--- config.mk ---
export PLATFORM = sky130hd
export DESIGN_NAME = circ_buf_ctrl
export DESIGN_NICKNAME = d
export VERILOG_FILES = /design/src/rtl/circ_buf_ctrl_pkg.sv /design/src/rtl/circ_buf_ctrl_wrap_ptr.sv /design/src/rtl/circ_buf_ctrl.sv
export SDC_FILE = /design/constraint.sdc
export NUM_CORES = 1
export LEC_CHECK = 0
export CORE_ASPECT_RATIO = 1.2
export CORE_UTILIZATION = 42
export CTS_CLUSTER_SIZE = 24
export DETAILED_ROUTE_END_ITERATION = 8
export PLACE_DENSITY = 0.85
export SLEW_MARGIN = 20
export SYNTH_ARGS = -nofsm -noshare
export SYNTH_HDL_FRONTEND = slang
export SYNTH_SLANG_ARGS = --single-unit
export TNS_END_PERCENT = 20
--- constraint.sdc ---
create_clock -name clk -period 2.1 [get_ports clk]
set_input_delay 0.21 -clock clk [delete_from_list [all_inputs] [get_ports clk]]
set_output_delay 0.21 -clock clk [all_outputs]
set_load 0.05 [all_outputs]
--- src/rtl/circ_buf_ctrl_pkg.sv ---
`default_nettype none
// ============================================================================
//  Module      : circ_buf_ctrl_pkg
//  Description : Shared FSM state encoding, width helpers and default
//                geometry for the circular column-buffer controller.
//  Revision    : 1.0 - initial release
// ============================================================================
package circ_buf_ctrl_pkg;

  // Controller states; 2-bit encoding is shared with anything that observes
  // the controller (e.g. debug taps, benches).
  typedef enum logic [1:0] {
    ST_EMPTY = 2'd0,  // no columns held
    ST_FILL  = 2'd1,  // some columns, but fewer than one read group
    ST_AVAIL = 2'd2,  // at least one full read group available
    ST_FLUSH = 2'd3   // one-cycle drain after a flush request
  } state_t;

  // Default buffer geometry.
  localparam int DEF_COLUMNS  = 32;
  localparam int DEF_PAR_READ = 4;

  // Column-address width for a buffer of the given depth.
  function automatic int ptr_width(input int depth);
    return $clog2(depth);
  endfunction

  // Occupancy width: one extra bit so that "completely full" is representable.
  function automatic int cnt_width(input int depth);
    return $clog2(depth) + 1;
  endfunction

  localparam int DEF_PTR_W = ptr_width(DEF_COLUMNS);
  localparam int DEF_CNT_W = cnt_width(DEF_COLUMNS);

endpackage : circ_buf_ctrl_pkg
`default_nettype wire

--- src/rtl/circ_buf_ctrl_wrap_ptr.sv ---
`default_nettype none
// ============================================================================
//  Module      : wrap_ptr
//  Description : Modulo-DEPTH pointer that advances by STEP on each inc.
//                The sum is formed one bit wider than the pointer so that a
//                single conditional subtract gives the wrapped address.
//  Revision    : 1.0 - initial release
// ============================================================================
module wrap_ptr #(
  parameter int DEPTH = 32,
  parameter int STEP  = 1
) (
  input  logic                     clk,
  input  logic                     rst,
  input  logic                     clr,
  input  logic                     inc,
  output logic [$clog2(DEPTH)-1:0] ptr
);

  localparam int W  = $clog2(DEPTH);
  localparam int SW = W + 1;

  localparam logic [SW-1:0] C_STEP  = SW'(STEP);
  localparam logic [SW-1:0] C_DEPTH = SW'(DEPTH);

  logic [SW-1:0] sum;
  logic [W-1:0]  ptr_next;

  // Widened add followed by a single conditional subtract of DEPTH.
  always_comb begin
    sum      = {1'b0, ptr} + C_STEP;
    ptr_next = (sum >= C_DEPTH) ? W'(sum - C_DEPTH) : W'(sum);
  end

  // Pointer register: reset and clear both return to column 0.
  always_ff @(posedge clk) begin
    if (rst || clr) begin
      ptr <= '0;
    end else if (inc) begin
      ptr <= ptr_next;
    end
  end

endmodule : wrap_ptr
`default_nettype wire

--- src/rtl/circ_buf_ctrl.sv ---
`default_nettype none
// ============================================================================
//  Module      : circ_buf_ctrl
//  Description : Pointer/occupancy controller for a circular column buffer.
//                Writes are one column at a time, reads consume PAR_READ
//                columns per handshake. The buffer memory itself lives
//                outside this block.
//  Revision    : 1.0 - initial release
// ============================================================================
module circ_buf_ctrl
  import circ_buf_ctrl_pkg::*;
#(
  parameter int COLUMNS  = DEF_COLUMNS,
  parameter int PAR_READ = DEF_PAR_READ
) (
  input  logic                       clk,
  input  logic                       rst,
  input  logic                       wr_valid,
  output logic                       wr_ready,
  output logic                       wen,
  output logic [$clog2(COLUMNS)-1:0] write_ptr,
  output logic                       rd_valid,
  input  logic                       rd_ready,
  output logic [$clog2(COLUMNS)-1:0] read_ptr,
  input  logic                       flush,
  output logic [$clog2(COLUMNS):0]   count,
  output logic                       full,
  output logic                       empty
);

  localparam int CNT_W = cnt_width(COLUMNS);

  localparam logic [CNT_W-1:0] C_FULL = CNT_W'(COLUMNS);
  localparam logic [CNT_W-1:0] C_PAR  = CNT_W'(PAR_READ);

  // Reject geometries where read groups would straddle the wrap point.
  generate
    if (PAR_READ < 1 || PAR_READ > COLUMNS) begin : g_bad_par_range
      $error("circ_buf_ctrl: PAR_READ must be in 1..COLUMNS");
    end else if ((COLUMNS % PAR_READ) != 0) begin : g_bad_par_mod
      $error("circ_buf_ctrl: COLUMNS must be a multiple of PAR_READ");
    end
  endgenerate

  state_t           state;
  state_t           state_next;
  logic             rd_hs;
  logic [CNT_W-1:0] count_next;

  // Handshake decode. Readiness looks only at the registered count, so a read
  // in the same cycle never lends a slot to a write. Reset forces the idle
  // view of the interface regardless of flush or handshakes.
  always_comb begin
    wr_ready = rst ? 1'b1 : (!flush && (state != ST_FLUSH) && (count < C_FULL));
    rd_valid = !rst && !flush && (state == ST_AVAIL);
    wen      = !rst && wr_valid && wr_ready;
    rd_hs    = rd_valid && rd_ready;
    full     = !rst && (count == C_FULL);
    empty    = rst || (count == '0);
  end

  // Next occupancy and the state it implies; flush overrides both.
  always_comb begin
    count_next = count + {{(CNT_W-1){1'b0}}, wen} - (rd_hs ? C_PAR : '0);
    state_next = state;
    if (flush) begin
      state_next = ST_FLUSH;
    end else if (count_next == '0) begin
      state_next = ST_EMPTY;
    end else if (count_next < C_PAR) begin
      state_next = ST_FILL;
    end else begin
      state_next = ST_AVAIL;
    end
  end

  // State and occupancy registers.
  always_ff @(posedge clk) begin
    if (rst) begin
      state <= ST_EMPTY;
      count <= '0;
    end else if (flush) begin
      state <= ST_FLUSH;
      count <= '0;
    end else begin
      state <= state_next;
      count <= count_next;
    end
  end

  wrap_ptr #(
    .DEPTH (COLUMNS),
    .STEP  (1)
  ) u_write_ptr (
    .clk   (clk),
    .rst   (rst),
    .clr   (flush),
    .inc   (wen),
    .ptr   (write_ptr)
  );

  wrap_ptr #(
    .DEPTH (COLUMNS),
    .STEP  (PAR_READ)
  ) u_read_ptr (
    .clk   (clk),
    .rst   (rst),
    .clr   (flush),
    .inc   (rd_hs),
    .ptr   (read_ptr)
  );

endmodule : circ_buf_ctrl
`default_nettype wire

### Word-level counts from Yosys, hierarchy flattened

Cells that the tools add are included.

| word-level totals | value |
|---|---|
| register bits after elaboration | 18 |
| output and inout bits | 21 |

| cells by class | value |
|---|---|
| add/sub/neg operators | 6 |
| magnitude comparators | 4 |
| eq/ne operators | 3 |
| mux-type cells | 7 |
| reductions and logical operators | 15 |

Operator list:

| cell | number |
|---|---|
| $ge A6 B6 Y1 const B | 2 |
| $logic_not A6 Y1 | 2 |
| $mux W5 | 2 |
| $sub A5 B1 Y5 const B | 2 |
| $logic_and A1 B1 Y1 | 8 |
| $add A5 B1 Y6 const B | 1 |
| $add A5 B3 Y6 const B | 1 |
| $add A6 B1 Y6 | 1 |
| $eq A6 B6 Y1 const B | 1 |
| $lt A6 B3 Y1 const B | 1 |
| $lt A6 B6 Y1 const B | 1 |
| $mux W2 | 3 |
| $sub A6 B3 Y6 | 1 |
| $mux W3 | 1 |
| $eq A2 B2 Y1 const B | 1 |
| $logic_not A1 Y1 | 2 |
| $logic_or A1 B1 Y1 | 2 |
| $ne A2 B2 Y1 const B | 1 |
| $reduce_or A2 Y1 | 1 |
| $mux W1 | 1 |

### Depth between registers and ports, before layout

| depth | value |
|---|---|
| depth after elaboration | 11 |
| depth in mapped cells | 11 |
| depth with buffers taken out | 9 |

### Hierarchy

From an unflattened synthesis, not the netlist that was laid out.

| unflattened totals | value |
|---|---|
| cells, all modules | 103 |
| area total of the unflattened synthesis | 985.9 um^2 |

By module, submodules not included:

| module | times used | cells each | area an instance (um^2) | sequential area each (um^2) |
|---|---|---|---|---|
| circ_buf_ctrl | 1 | 66 | 596.8 | 160.2 |
| wrap_ptr (u_write_ptr) | 1 | 23 | 239.0 | 100.1 |
| wrap_ptr (u_read_ptr) | 1 | 14 | 150.1 | 60.1 |

### Worst setup path after synthesis

No wires, ideal clock.

| timing | value |
|---|---|
| kind | register -> register |
| start | register state[0] |
| end | register state[0] |
| library setup time | 0.116 ns |
| data arrival time | 2.587 ns |
| data required time | 1.984 ns |
| path slack | -0.603 ns |
| cell stages (with the launch flop) | 10 |
| period minus slack after synthesis | 2.703 ns |
| cell sequence | dfxtp_1 -> nor4b_4 -> nand2_1 -> ha_1 -> inv_1 -> ha_1 -> a211oi_2 -> or3_1 -> nand4b_1 -> a41o_1 |

| between the ends | value |
|---|---|
| elaborated cells on any way between the ends | 16 |
| classes of those cells | add/sub: 2; order compare: 1; eq/ne: 2; mux: 5; reduce/logical: 6 |

RTL lines:

| item | line | RTL |
|---|---|---|
| start, declared | circ_buf_ctrl.sv:45 | `state_t state;` |
| start signal, assigned | circ_buf_ctrl.sv:86 | `state <= state_next;` |
| $eq A2 B2 Y1 * | circ_buf_ctrl.sv:55 | `rd_valid = !rst && !flush && (state == ST_AVAIL);` |
| $logic_and A1 B1 Y1 * | circ_buf_ctrl.sv:55 |  |
| via rd_valid | circ_buf_ctrl.sv:22 | `output logic rd_valid,` |
| $logic_and A1 B1 Y1 * | circ_buf_ctrl.sv:57 | `rd_hs = rd_valid && rd_ready;` |
| $mux W3 * | circ_buf_ctrl.sv:64 | `count_next = count + {{(CNT_W-1){1'b0}}, wen} - (rd_hs ? C_PAR : '0);` |
| $sub A6 B3 Y6 * | circ_buf_ctrl.sv:64 |  |
| $lt A6 B3 Y1 | circ_buf_ctrl.sv:70 | `end else if (count_next < C_PAR) begin` |
| $mux W2 | circ_buf_ctrl.sv:70 |  |
| $mux W2 * | circ_buf_ctrl.sv:68 | `end else if (count_next == '0) begin` |
| $mux W2 * | circ_buf_ctrl.sv:82 | `end else if (flush) begin` |

The timed path passes the listed nets; every way through them passes the cells marked *.
A chain may end at the register's enable or synchronous reset.

### Final worst setup path

| timing | value |
|---|---|
| start | register state[0] |
| end | register state[0] |

| between the ends | value |
|---|---|
| cells in the longest elaborated chain, start to end | 11 |
| elaborated cells on any way between the ends | 16 |
| classes of those cells | add/sub: 2; order compare: 1; eq/ne: 2; mux: 5; reduce/logical: 6 |

RTL lines:

| item | line | RTL |
|---|---|---|
| $ne A2 B2 Y1 | circ_buf_ctrl.sv:54 | `wr_ready = rst ? 1'b1 : (!flush && (state != ST_FLUSH) && (count < C_FULL));` |
| $logic_and A1 B1 Y1 (2 in series) | circ_buf_ctrl.sv:54 |  |
| $mux W1 | circ_buf_ctrl.sv:54 |  |
| $logic_and A1 B1 Y1 | circ_buf_ctrl.sv:56 | `wen = !rst && wr_valid && wr_ready;` |
| $add A6 B1 Y6 | circ_buf_ctrl.sv:64 |  |
| $sub A6 B3 Y6 * | circ_buf_ctrl.sv:64 |  |
| $lt A6 B3 Y1 | circ_buf_ctrl.sv:70 |  |
| $mux W2 | circ_buf_ctrl.sv:70 |  |
| $mux W2 * | circ_buf_ctrl.sv:68 |  |
| $mux W2 * | circ_buf_ctrl.sv:82 |  |

Every way passes the cells marked *; elsewhere a longest branch is shown, timed or not.

==> summary.md <==
| Metric | Value |
|---|---|
| Outcome | complete, but fails checks |
| Violated checks | negative setup slack |
| Minimum clock period | 2.12 ns |
| Port bufs | 23 |
| Cell taking the most area after synthesis | dfxtp_1 |
| Compound-gate portion of the synthesized area | 12.2% |
| Max Slew Vio Count | 0 |
| Critical path launch point type | flip-flop |
| Leak | 0.594 nW |
| Layout cells sized above 1 | 28.6% |
| Post-DP Area | 0.00133 mm2 |
| Initial DRC Count | 20 |
| Final worst-path cycle share | 101% |
| Slowest cell on the critical path | dfxtp_2 |
| DR WL/cell | 12.6 um |
| Met2 WL | 1.13 mm |
| FMAX | 0.472 GHz |
| Post-Synth XOR/XNOR Area | 7.33% |
| Cells after Synth | 105 |
| DP HPWL | 1.63 mm |
| Post-Syn Area per Cell | 9.10 um2 |
| Register bit total from synthesis | 16 |
| # DRC | 0 |
| Initial Utilization | 45.6% |
| WS Path Type | flip-flop to flip-flop |
| Total grt overflow | 0 |
| Worst setup margin | -0.0199 ns |
| First-pass GRT wire length | 3.37 mm |
| Layout area overhead | 50.3% |
| Dpl ws | -0.482 ns |
| Met1 wire length | 849 um |
| Worst-Skew Late Latency | 0.29 ns |
| Vias | 861 |
| Final count of hold timing violations | 0 |
| Post-Synth Adder-Cell Area | 15.7% |
| Num ports | 26 |
| Antenna violations before repair | 0 |
| Mapped Area | 956 um2 |
| Crit path DAT | 2.31 ns |
| Vias in the first global route | 809 |
| Final instance area | 0.00144 mm2 |
| CTS Buf Count | 3 |
| RSZ-0062 raised after global routing | true |
| First-pass iteration count of the detailed router | 4 |
| Worst-margin pin slew | 0.507 ns |
| CTS Sinks | 16 |
| Final GP Congestion | 0.838 |
| CP cell instances | nor4b_4, nand2_2, ha_4, inv_4, ha_4, a211oi_4, or3_1, nand4b_1, a41o_1 |
| Largest stage delay on the critical path | 0.34 ns |
| Sequential share of the synthesized area | 33.5% |
| Top cells by area, synth | dfxtp_1, ha_1, nor2_1 |
| H-tree depth | 1 |
| Largest family of logic cells by synthesized area | simple AND/OR/NAND/NOR gates |
| Final Util | 68.6% |
| Slew HR | 66.1% |
| Ys Warns | 0 |
| Worst-path clk slew | 0.10 ns |
| Routed Antenna Nets | 0 |
| Proportion of synthesized area in mux cells | 0% |
| Post-synthesis simple-gate area fraction | 22.0% |
| Most frequent CP cell | ha_4 |
| N_diodes | 0 |
| Hold Path Class | primary input to flip-flop |
| CTS root buf | clkbuf_4 |
| Die area | 0.00247 mm2 |
| Core area | 0.00209 mm2 |
| Die X | 45.6 um |
| DR top layer | met4 |
| P per Cell Area | 505 mW/mm2 |
| Std cell rows | 18 |
| Crit Path Max Fanout | 3 |
| Clock Skew | 0.00133 ns |
| Yosys top cell area share | 33.5% |
| Largest net degree at the start of global routing | 15 |
| Nets | 158 |
| Vias per cell | 5.06 |
| Die Ht | 54.3 um |
| Endpoint class of the critical path | flip-flop |
| Detailed route wirelength on metal3 | 90 um |
| Max-cap violations | 0 |
| Hold buffer count at CTS | 0 |
| Synth cell types | 34 |
| Total Wirelength | 2.14 mm |
| Required @ worst endpoint | 2.29 ns |
| Max VDD drop | 371 uV |
| Gr usage total | 19.7% |
| Max clock buf depth | 2 |
| Final setup vio count | 1 |
| CTS tree | built |
[final cells by class]
type	count	area [um2]
fillers	144	658
multi-input cells	72	617
flip-flops and latches	16	323
repair buffers	36	375
well taps	30	37.5
clock buffers	4	36.3
inverters	12	47.5
[worst max-delay path, delay by kind of cell (launching register included)]
family          cells  cell delay, ns
flops               1            0.34
fa+ha+maj           2            0.47
simple gates        4            0.68
buf+inv             1            0.04
compound gates      2            0.49
[final timing paths]
path	start	end	slack, ns	cells past startpoint
setup / recovery	state[0]	state[0]	-0.02	9
setup reg to reg	state[0]	state[0]	-0.02	9
hold reg to reg	u_read_ptr.ptr[3]	u_read_ptr.ptr[3]	0.50	2
hold / removal	rst	state[1]	0.46	3
[cells in the final DEF (no fill, tap or decap), types with 2 or more instances in the layout]
master           synthesis  final
clkdlybuf4s50_1          0     16
dfxtp_1                 16     14
nor2_1                  13     13
buf_4                    2     13
inv_1                   12     11
ha_1                    12      8
nand2_1                  6      5
a21oi_1                  5      5
xor2_1                   5      5
buf_12                   0      5
nand3_1                  3      3
ha_4                     0      3
clkbuf_4                 0      3
o21bai_1                 2      2
xnor2_1                  3      2
nand4b_1                 2      2
or3_1                    2      2
conb_1                   1      2
dlygate4sd2_1            0      2
dfxtp_2                  0      2
[routing by layer]
metal	vias to the layer above	GRT usage (%)
met5	-	0
met4	0	12.6
met2	29	35.0
li1	417	-
met3	9	5.61
met1	406	19.8
[synth_stat cells (all sizes together)]
cell type and instances:
or2 1, xor2 5, nor4b 1, or4 1, ha 12, o211ai 1
dfxtp 16, a21oi 6, or3 2, nand3 4, xnor2 3, clkbuf 1
nand4b 2, buf 5, nand2 6, nor3b 2, nor2 13, o21bai 2
a41oi 1, and2 2, a211oi 1, a21o 1, o31ai 1, conb 1
a41o 1, and3 1, inv 12, o21ai 1
[flip-flops by register name, indices dropped and copies added (netlist names)]
name,count
u_read_ptr.ptr,3
u_write_ptr.ptr,5
state,2
count,6
[per-stage QoR]
stage | power, mW | TNS (ns) | hold WS [ns] | std cells
5_1_grt | 0.751 | -0.183 | 0.494 | 170
4_1_cts | 0.722 | -0.162 | 0.448 | 168
2_1_floorplan | 0.442 | -2.30 | 0.370 | 106
3_3_place_gp | 0.504 | -1.56 | 0.464 | 163
3_5_place_dp | 0.509 | -2.01 | 0.484 | 163
6_report | 0.726 | -0.0199 | 0.458 | 170
[report_power, final]
part           switching (mW)  internal, mW  total (mW)
clock network           0.104         0.106       0.210
logic                   0.107        0.0881       0.195
registers             0.00757         0.313       0.321
[kinds of logic (layout without fill, tap and decap cells)]
group                    count (synthesis)  in the layout
AND/OR/NAND/NOR                         35             35
XOR/XNOR                                 8              8
other                                    1              2
adder cells (fa/ha/maj)                 12             12
buffers and inverters                   18             52
flip-flops                              16             16
AO/OA/AOI/OAI                           15             15
[repair_timing]
action                                  4_1_cts  5_1_grt
hold endpoints to repair                      0        0
setup buffers                                 1        2
endpoints found under the setup margin        5        6
resized for setup                            11        2
pin swaps                                    11        8
No activity file was read; power rests on OpenSTA's default activity.
